$ cat src/rtl/pipeline_hazard_unit.sv
// Hazard controller for the F/D/E/M/WB pipeline: E-stage forwarding, load-use
// bubbles, branch flushes, and a global freeze while data memory is waiting.
module pipeline_hazard_unit #(
  parameter int MEM_TIMEOUT = 16,
  parameter int CNT_W       = 16
) (
  input  logic             clk,
  input  logic             rst,
  input  logic [4:0]       rs1_d,
  input  logic [4:0]       rs2_d,
  input  logic [4:0]       rs1_e,
  input  logic [4:0]       rs2_e,
  input  logic [4:0]       rd_e,
  input  logic             memr_e,
  input  logic [4:0]       rd_m,
  input  logic             regw_m,
  input  logic [4:0]       rd_wb,
  input  logic             regw_wb,
  input  logic             sel,
  input  logic             mem_req_m,
  input  logic             mem_ready,
  output logic             pipe_en,
  output logic             stall_f,
  output logic             stall_d,
  output logic             flush_d,
  output logic             flush_e,
  output logic [1:0]       fwd_a,
  output logic [1:0]       fwd_b,
  output logic             mem_err,
  output logic [CNT_W-1:0] stall_cycles
);

  localparam int WCNT_W = $clog2(MEM_TIMEOUT + 1);

  typedef enum logic [1:0] {S_RUN, S_WAIT, S_ERR} state_t;

  state_t             state_q, state_d;
  logic [WCNT_W-1:0]  wcnt_q, wcnt_d;
  logic [CNT_W-1:0]   stall_cycles_q, stall_cycles_d;

  logic mem_wait;
  logic run_en;
  logic lu;
  logic bubble;

  function automatic logic [CNT_W-1:0] sat_inc(input logic [CNT_W-1:0] v);
    return (&v) ? v : v + CNT_W'(1);
  endfunction

  // M result is newer than WB, so it wins when both match.
  function automatic logic [1:0] fwd_sel(input logic [4:0] rs,
                                         input logic [4:0] rdm, input logic wm,
                                         input logic [4:0] rdw, input logic ww);
    if (wm && (rdm != 5'd0) && (rdm == rs))      return 2'b10;
    else if (ww && (rdw != 5'd0) && (rdw == rs)) return 2'b01;
    else                                         return 2'b00;
  endfunction

  always_comb begin
    mem_wait = mem_req_m && !mem_ready;
    run_en   = (state_q != S_ERR) && !mem_wait;
    lu       = memr_e && (rd_e != 5'd0) && ((rd_e == rs1_d) || (rd_e == rs2_d));
    bubble   = run_en && !sel && lu;

    pipe_en = !rst && run_en;
    stall_f = 1'b0;
    stall_d = 1'b0;
    flush_d = 1'b0;
    flush_e = 1'b0;
    fwd_a   = 2'b00;
    fwd_b   = 2'b00;
    if (!rst) begin
      fwd_a = fwd_sel(rs1_e, rd_m, regw_m, rd_wb, regw_wb);
      fwd_b = fwd_sel(rs2_e, rd_m, regw_m, rd_wb, regw_wb);
    end
    // Freeze masks everything; the D instruction is discarded on a branch.
    if (pipe_en) begin
      if (sel) begin
        flush_d = 1'b1;
        flush_e = 1'b1;
      end else if (lu) begin
        stall_f = 1'b1;
        stall_d = 1'b1;
        flush_e = 1'b1;
      end
    end
  end

  always_comb begin
    state_d        = state_q;
    wcnt_d         = wcnt_q;
    stall_cycles_d = stall_cycles_q;
    case (state_q)
      S_RUN: begin
        if (mem_wait) begin
          state_d = S_WAIT;
          wcnt_d  = WCNT_W'(1);
        end
      end
      S_WAIT: begin
        // wcnt holds the wait cycles already completed; this edge ends one more.
        if (!mem_wait) begin
          state_d = S_RUN;
          wcnt_d  = '0;
        end else if (wcnt_q == WCNT_W'(MEM_TIMEOUT - 1)) begin
          state_d = S_ERR;
        end else begin
          wcnt_d = wcnt_q + WCNT_W'(1);
        end
      end
      S_ERR:   state_d = S_ERR;
      default: state_d = S_RUN;
    endcase
    if (!run_en || bubble) stall_cycles_d = sat_inc(stall_cycles_q);
  end

  always_ff @(posedge clk) begin
    if (rst) begin
      state_q        <= S_RUN;
      wcnt_q         <= '0;
      stall_cycles_q <= '0;
    end else begin
      state_q        <= state_d;
      wcnt_q         <= wcnt_d;
      stall_cycles_q <= stall_cycles_d;
    end
  end

  assign mem_err      = (state_q == S_ERR);
  assign stall_cycles = stall_cycles_q;

endmodule
$ cat config.mk
export PLATFORM = sky130hd
export DESIGN_NAME = pipeline_hazard_unit
export DESIGN_NICKNAME = d
export VERILOG_FILES = /design/src/rtl/pipeline_hazard_unit.sv
export SDC_FILE = /design/constraint.sdc
export NUM_CORES = 1
export LEC_CHECK = 0
export BUFFER_PORTS_ARGS = -buffer_cell sky130_fd_sc_hd__buf_2
export CORE_ASPECT_RATIO = 0.75
export CORE_MARGIN = 2
export CORE_UTILIZATION = 52
export DETAILED_ROUTE_END_ITERATION = 8
export PLACE_DENSITY_LB_ADDON = 0.15
export SYNTH_ARGS = -nofsm -noshare
export SYNTH_HDL_FRONTEND = slang
export SYNTH_SLANG_ARGS = --single-unit
$ cat constraint.sdc
create_clock -name clk -period 4.01 [get_ports clk]
set_input_delay 0.6015 -clock clk [delete_from_list [all_inputs] [get_ports clk]]
set_output_delay 0.6015 -clock clk [all_outputs]
set_load 0.005 [all_outputs]
==> qor.yml, run 1 <==
pwr-share-seq_pct: 50.2
criticalPathCategory: "input port to output pin"
r2r_slack_ns: 1.93
r2r_end: "stall_cycles[7]$_SDFFE_PP0P_"
cp.required_ns: 3.41
clockBufferDepth: 2
period_share_pct: 71.1
drc: 0
avgViaCountPerCell: 5.67
grt.total_usage_pct: 22.4
cp-end-kind: "output pin"
yosys_warnings: 0
synth_edf_count: 0
power_frac_comb_pct: 19.5
start_kind: "input port"
pwr-share-clk_pct: 30.3
routed_wl_um: 3880
synth_nets: 250
p_per_area_mw_per_mm2: 231
io_buffers: 68
final-instance-count-excl-fill: 305
relSlewSlack_pct: 40.9
avgSynthCellArea_sq_um: 8.03
diodes: 0
outcome: "complete, no violations"
startpoint: "rd_m[1]"
cts-root-buf: "clkbuf_8"
slowest_delay_ns: 0.51
rsz0062_at_grt: "no"
setup_tns_ns: 0
vias: 1730
synthMostInstantiatedCell: "dfxtp_1"
yosysUniqueCellTypes: 43
synth_area_leader_cell: "dfxtp_1"
hold_viol_final: 0
globalplace.congestion: 0.837
netlist_instances: 204
antenna_found_initial: 0
grt_max_degree: 31
crit_chain: "buf_2 -> or4_1 -> o21ai_0 -> nor3_1 -> nor4_1 -> buf_2"
fin_crit_ns: 2.85
multi_input_area_sq_mm: 0.00112
ys_top_cells_by_area: "dfxtp_1 (28%), xor2_1 (12%), or4_1 (6.9%), xnor2_1 (5.9%), a21oi_1 (4.6%)"
vdd_drop_max_uv: 130
clkLatencyLatePin_ns: 0.27
wire_per_inst_um: 12.7
critPathMostFrequentCell: "buf_2"
netlist_area_sq_mm: 0.00164
path_max_fanout: 4
endpoint: "fwd_b[0]"
final_area_sq_mm: 0.00203
start_util_pct: 55.0
hp-class: "register to register"
r2r_start: "state_q[1]$_SDFFE_PP0P_"
fin_nets: 314
area_delta_synth_final_pct: 23.7
synthArstFlopShare_pct: 0
grt_pass1_vias: 1445
synth_commonest_cells: "dfxtp_1 (23), xor2_1 (22), a21oi_1 (15), nor2_1 (15), or4_1 (15)"
synth-seq-cells: 23
synth_top_area_share_pct: 28.1
reg2regPathDepth: 5
core_sq_mm: 0.00298
drv_slew: 0
die_h_um: 52.6
synth_flop_cell: "dfxtp_1"
cts-resized-gates: 0
clkTransAtPathRegs_ns: 0.07
synth.yosys.seq_area_share_pct: 28.1
cts_buffers: 3
max_freq_ghz: 0.351
seqCellArea_sq_um: 460
leakage_nw: 0.808
cp_slowest_cell: "or4_1"
num_rows: 17
fp.dieArea_sq_mm: 0.00362
place_inst: 301
switching_power_uw: 123
ios: 69
clock-sinks: 23
cts_tree: "built"
final_util_pct: 68.0
drive_above_1_share_pct: 27.7
firstDrtPassIters: 4
grt_pass1_wl_um: 6270
cts.htree.levels: 1
cts_hold_buf: 0
worstMarginPinSlew_ns: 0.887
drv_cap: 0
first_iter_violations: 95
intPower_uw: 345
dpl.hpwl_um: 3000
critical_path_arrival_ns: 2.25
preCtsSetupSlack_ns: 1.16
switching_share_pct: 26.3
setup_violations: 0
fin_skew_ns: 0.00568
post-cts-setup-buffers: 0
dpl-instance-area_sq_mm: 0.00198
drtAntennaViolNets: 0
setup_slack_ns: 1.16
fillCellCount: 265
grt_overflow: 0
die_x_um: 68.8
worst min path at each step:
stage / to / cells after the start / startpoint / slack, ns
2_1_floorplan: wcnt_q[3]$_SDFFE_PP0P_ / 2 / wcnt_q[3]$_SDFFE_PP0P_ / 0.47
3_3_place_gp: wcnt_q[4]$_SDFFE_PP0P_ / 2 / wcnt_q[4]$_SDFFE_PP0P_ / 0.49
3_5_place_dp: wcnt_q[4]$_SDFFE_PP0P_ / 2 / wcnt_q[4]$_SDFFE_PP0P_ / 0.50
4_1_cts: wcnt_q[4]$_SDFFE_PP0P_ / 2 / wcnt_q[4]$_SDFFE_PP0P_ / 0.51
5_1_grt: wcnt_q[4]$_SDFFE_PP0P_ / 2 / wcnt_q[4]$_SDFFE_PP0P_ / 0.54
6_report: wcnt_q[4]$_SDFFE_PP0P_ / 2 / wcnt_q[4]$_SDFFE_PP0P_ / 0.51
registers in the layout, indices dropped and copies added (netlist names):
| name | count |
|---|---|
| state_q | 2 |
| stall_cycles | 16 |
| wcnt_q | 5 |
final cells by class:
type,count,share of cell area [%]
multi-input cells,169,55.3
flip-flops and latches,23,22.7
repair buffers,68,16.8
well taps,38,2.35
clock buffers,4,2.22
inverters,3,0.556
cells by family after synthesis:
logic type	count (synthesis)	synth area share (%)
AO/OA/AOI/OAI	50	19.3
XOR/XNOR	33	17.6
adder cells (fa/ha/maj)	3	2.29
buffers and inverters	12	3.74
flip-flops	23	28.1
AND/OR/NAND/NOR	83	29.0
critical path: cells and delay by family:
family	cells	cell delay [ns]
simple gates	3	0.97
compound gates	1	0.39
buf+inv	2	0.30
power by group through the flow:
stage	combinational [mW]	clock, mW	sequential, mW
2_1_floorplan	0.0531	0	0.239
3_3_place_gp	0.0901	0	0.240
3_5_place_dp	0.0918	0	0.240
4_1_cts	0.0920	0.146	0.235
5_1_grt	0.103	0.151	0.236
6_report	0.0913	0.142	0.235
stage by stage:
| step | hold WS, ns | total power, mW |
|---|---|---|
| global route | 0.537 | 0.489 |
| finish | 0.507 | 0.468 |
| detailed placement | 0.497 | 0.332 |
| global placement | 0.493 | 0.330 |
| floorplan | 0.471 | 0.292 |
| CTS | 0.505 | 0.473 |
cells in the final DEF, fill, tap and decap left out, drive strengths merged, types with 4 or more instances in the layout:
master,synthesis,routed
xnor2,11,11
nand4,5,5
clkbuf,5,4
or4,15,15
a31oi,4,4
nand3,7,7
nor3,8,8
dfxtp,23,23
xor2,22,22
nand2,10,10
or3,5,5
nor2,15,15
o21ai,10,10
o31ai,9,9
nor4,4,4
a21oi,15,15
buf,4,68
layer usage:
metal | vias to the layer above | global-route usage, % | wire length, um
li1 | 895 | - | -
met3 | 5 | 3.44 | 265
met2 | 63 | 34.6 | 1650
met1 | 767 | 31.9 | 1910
met5 | - | 0 | 0
met4 | 0 | 6.86 | 55
Note: power is estimated with default switching activity, not from simulation.
==> run 2: changes to the inputs <==
--- a/config.mk
+++ b/config.mk
@@ -8,7 +8,7 @@
 export BUFFER_PORTS_ARGS = -buffer_cell sky130_fd_sc_hd__buf_2
 export CORE_ASPECT_RATIO = 0.75
 export CORE_MARGIN = 2
-export CORE_UTILIZATION = 52
+export CORE_UTILIZATION = 43
 export DETAILED_ROUTE_END_ITERATION = 8
 export PLACE_DENSITY_LB_ADDON = 0.15
 export SYNTH_ARGS = -nofsm -noshare
==> constraint.sdc (replaced) <==
create_clock -name clk -period 2.3 [get_ports clk]
set_input_delay 0.345 -clock clk [delete_from_list [all_inputs] [get_ports clk]]
set_output_delay 0.345 -clock clk [all_outputs]
set_load 0.005 [all_outputs]
==> qor.yml, run 2 (synthesized netlist as in run 1, its figures left out) <==
grt.total_usage_pct: 19.0
crit_chain: "buf_2 -> or4_1 -> o21ai_0 -> nor3_1 -> nor4_1 -> buf_2"
clkLatencyLatePin_ns: 0.27
period_share_pct: 94.5
p_total_uw: 837
preCtsSetupSlack_ns: 0.124
ios: 69
area_delta_synth_final_pct: 30.3
setup_slack_ns: 0.127
criticalPathCategory: "input port to output pin"
setup_tns_ns: 0
grt_pass1_vias: 1453
worstMarginPinSlew_ns: 0.483
p_per_area_mw_per_mm2: 392
worstHoldPathCells: 3
cp_slowest_cell: "or4_1"
drv_cap: 0
cts-root-buf: "clkbuf_8"
cts_hold_buf: 0
path_max_fanout: 3
r2r_slack_ns: 0.33
critPathMostFrequentCell: "buf_2"
first_iter_violations: 51
die_x_um: 75.3
dpl.hpwl_um: 3120
start_util_pct: 44.7
firstDrtPassIters: 4
diodes: 0
num_rows: 19
reg2regPathDepth: 6
globalplace.congestion: 0.804
cp.required_ns: 1.96
cts_buffers: 3
routed_wl_um: 4000
cts_tree: "built"
fin_skew_ns: 0.00991
slowest_delay_ns: 0.53
seqCellArea_sq_um: 460
r2r_start: "stall_cycles[0]$_SDFFE_PP0P_"
cp-end-kind: "output pin"
vdd_drop_max_uv: 247
leakage_nw: 0.872
fin_crit_ns: 2.17
grt_pass1_wl_um: 6560
largest_reg_flops: 16
die_h_um: 57.4
drtAntennaViolNets: 0
start_kind: "input port"
multi_input_area_sq_mm: 0.00112
final_common_cell: "buf_2"
wire_per_inst_um: 12.1
grt_max_degree: 31
fillCellCount: 357
vias: 1768
fp.dieArea_sq_mm: 0.00432
critical_path_arrival_ns: 1.83
hold_viol_final: 0
clockBufferDepth: 2
final_cell_mix: "buf_2 (68), dfxtp_1 (23), xor2_1 (22)"
final_area_sq_mm: 0.00213
drive_above_1_share_pct: 30.6
min_to: "state_q[0]$_SDFFE_PP0P_"
core_sq_mm: 0.00366
drv_slew: 0
hp-start: "mem_req_m"
dpl-instance-area_sq_mm: 0.00209
post-cts-setup-buffers: 0
hp-class: "input port to register"
clkTransAtPathRegs_ns: 0.08
cts.htree.levels: 1
antenna_found_initial: 0
grt_overflow: 0
fin_nets: 325
avgViaCountPerCell: 5.36
rsz0062_at_grt: "no"
outcome: "complete, no violations"
max_freq_ghz: 0.460
cts-resized-gates: 0
relSlewSlack_pct: 67.8
r2r_end: "stall_cycles[15]$_SDFFE_PP0P_"
setup_violations: 0
clock-sinks: 23
io_buffers: 68
drc: 0
final_util_pct: 58.3
run 2: cell count changes in the layout (fill, tap and decap cells not counted), sizes merged:
cell and delta:
buf +11, clkinv +1, clkbuf -1
run 2: cell type report:
cell class / count / share of cell area (%)
clock buffer: 3 / 1.93
sequential: 23 / 21.6
tap: 52 / 3.05
timing repair buffer: 79 / 20.4
clock inverter: 1 / 0.234
inverter: 3 / 0.528
multi-input combinational: 169 / 52.3
run 2: worst max-delay path, delay by kind of cell:
family                 cells  cell delay (ns)
buffers and inverters      2             0.28
and+or+nand+nor            3             0.91
AOI/OAI and AO/OA          1             0.29
run 2: stage by stage:
step / hold WS [ns] / instances
after floorplan: 0.436 / 204
after global placement: 0.487 / 326
after detailed placement: 0.494 / 326
after CTS: 0.369 / 330
after global routing: 0.390 / 330
final: 0.377 / 330
run 2: worst max-delay path by stage:
stage | from | end | cells after the start
after floorplan | state_q[0]$_SDFFE_PP0P_ | stall_f | 5
after global placement | rd_m[1] | fwd_a[0] | 6
after detailed placement | rd_m[1] | fwd_a[0] | 6
after CTS | rd_m[1] | fwd_a[0] | 6
after global routing | rd_m[1] | fwd_a[0] | 6
final | rd_m[1] | fwd_a[0] | 6
run 2: report_power, final:
group / total, mW / internal [mW] / switching, mW
Combinational: 0.172 / 0.0850 / 0.0875
Clock: 0.255 / 0.121 / 0.134
Sequential: 0.410 / 0.403 / 0.00654
run 2: per-layer routing:
metal	global-route usage (%)	wire length (um)	vias to the layer above
li1	-	-	918
met1	29.3	2020	813
met2	27.3	1780	33
met3	4.59	172	4
met4	3.01	24	0
met5	0	0	-
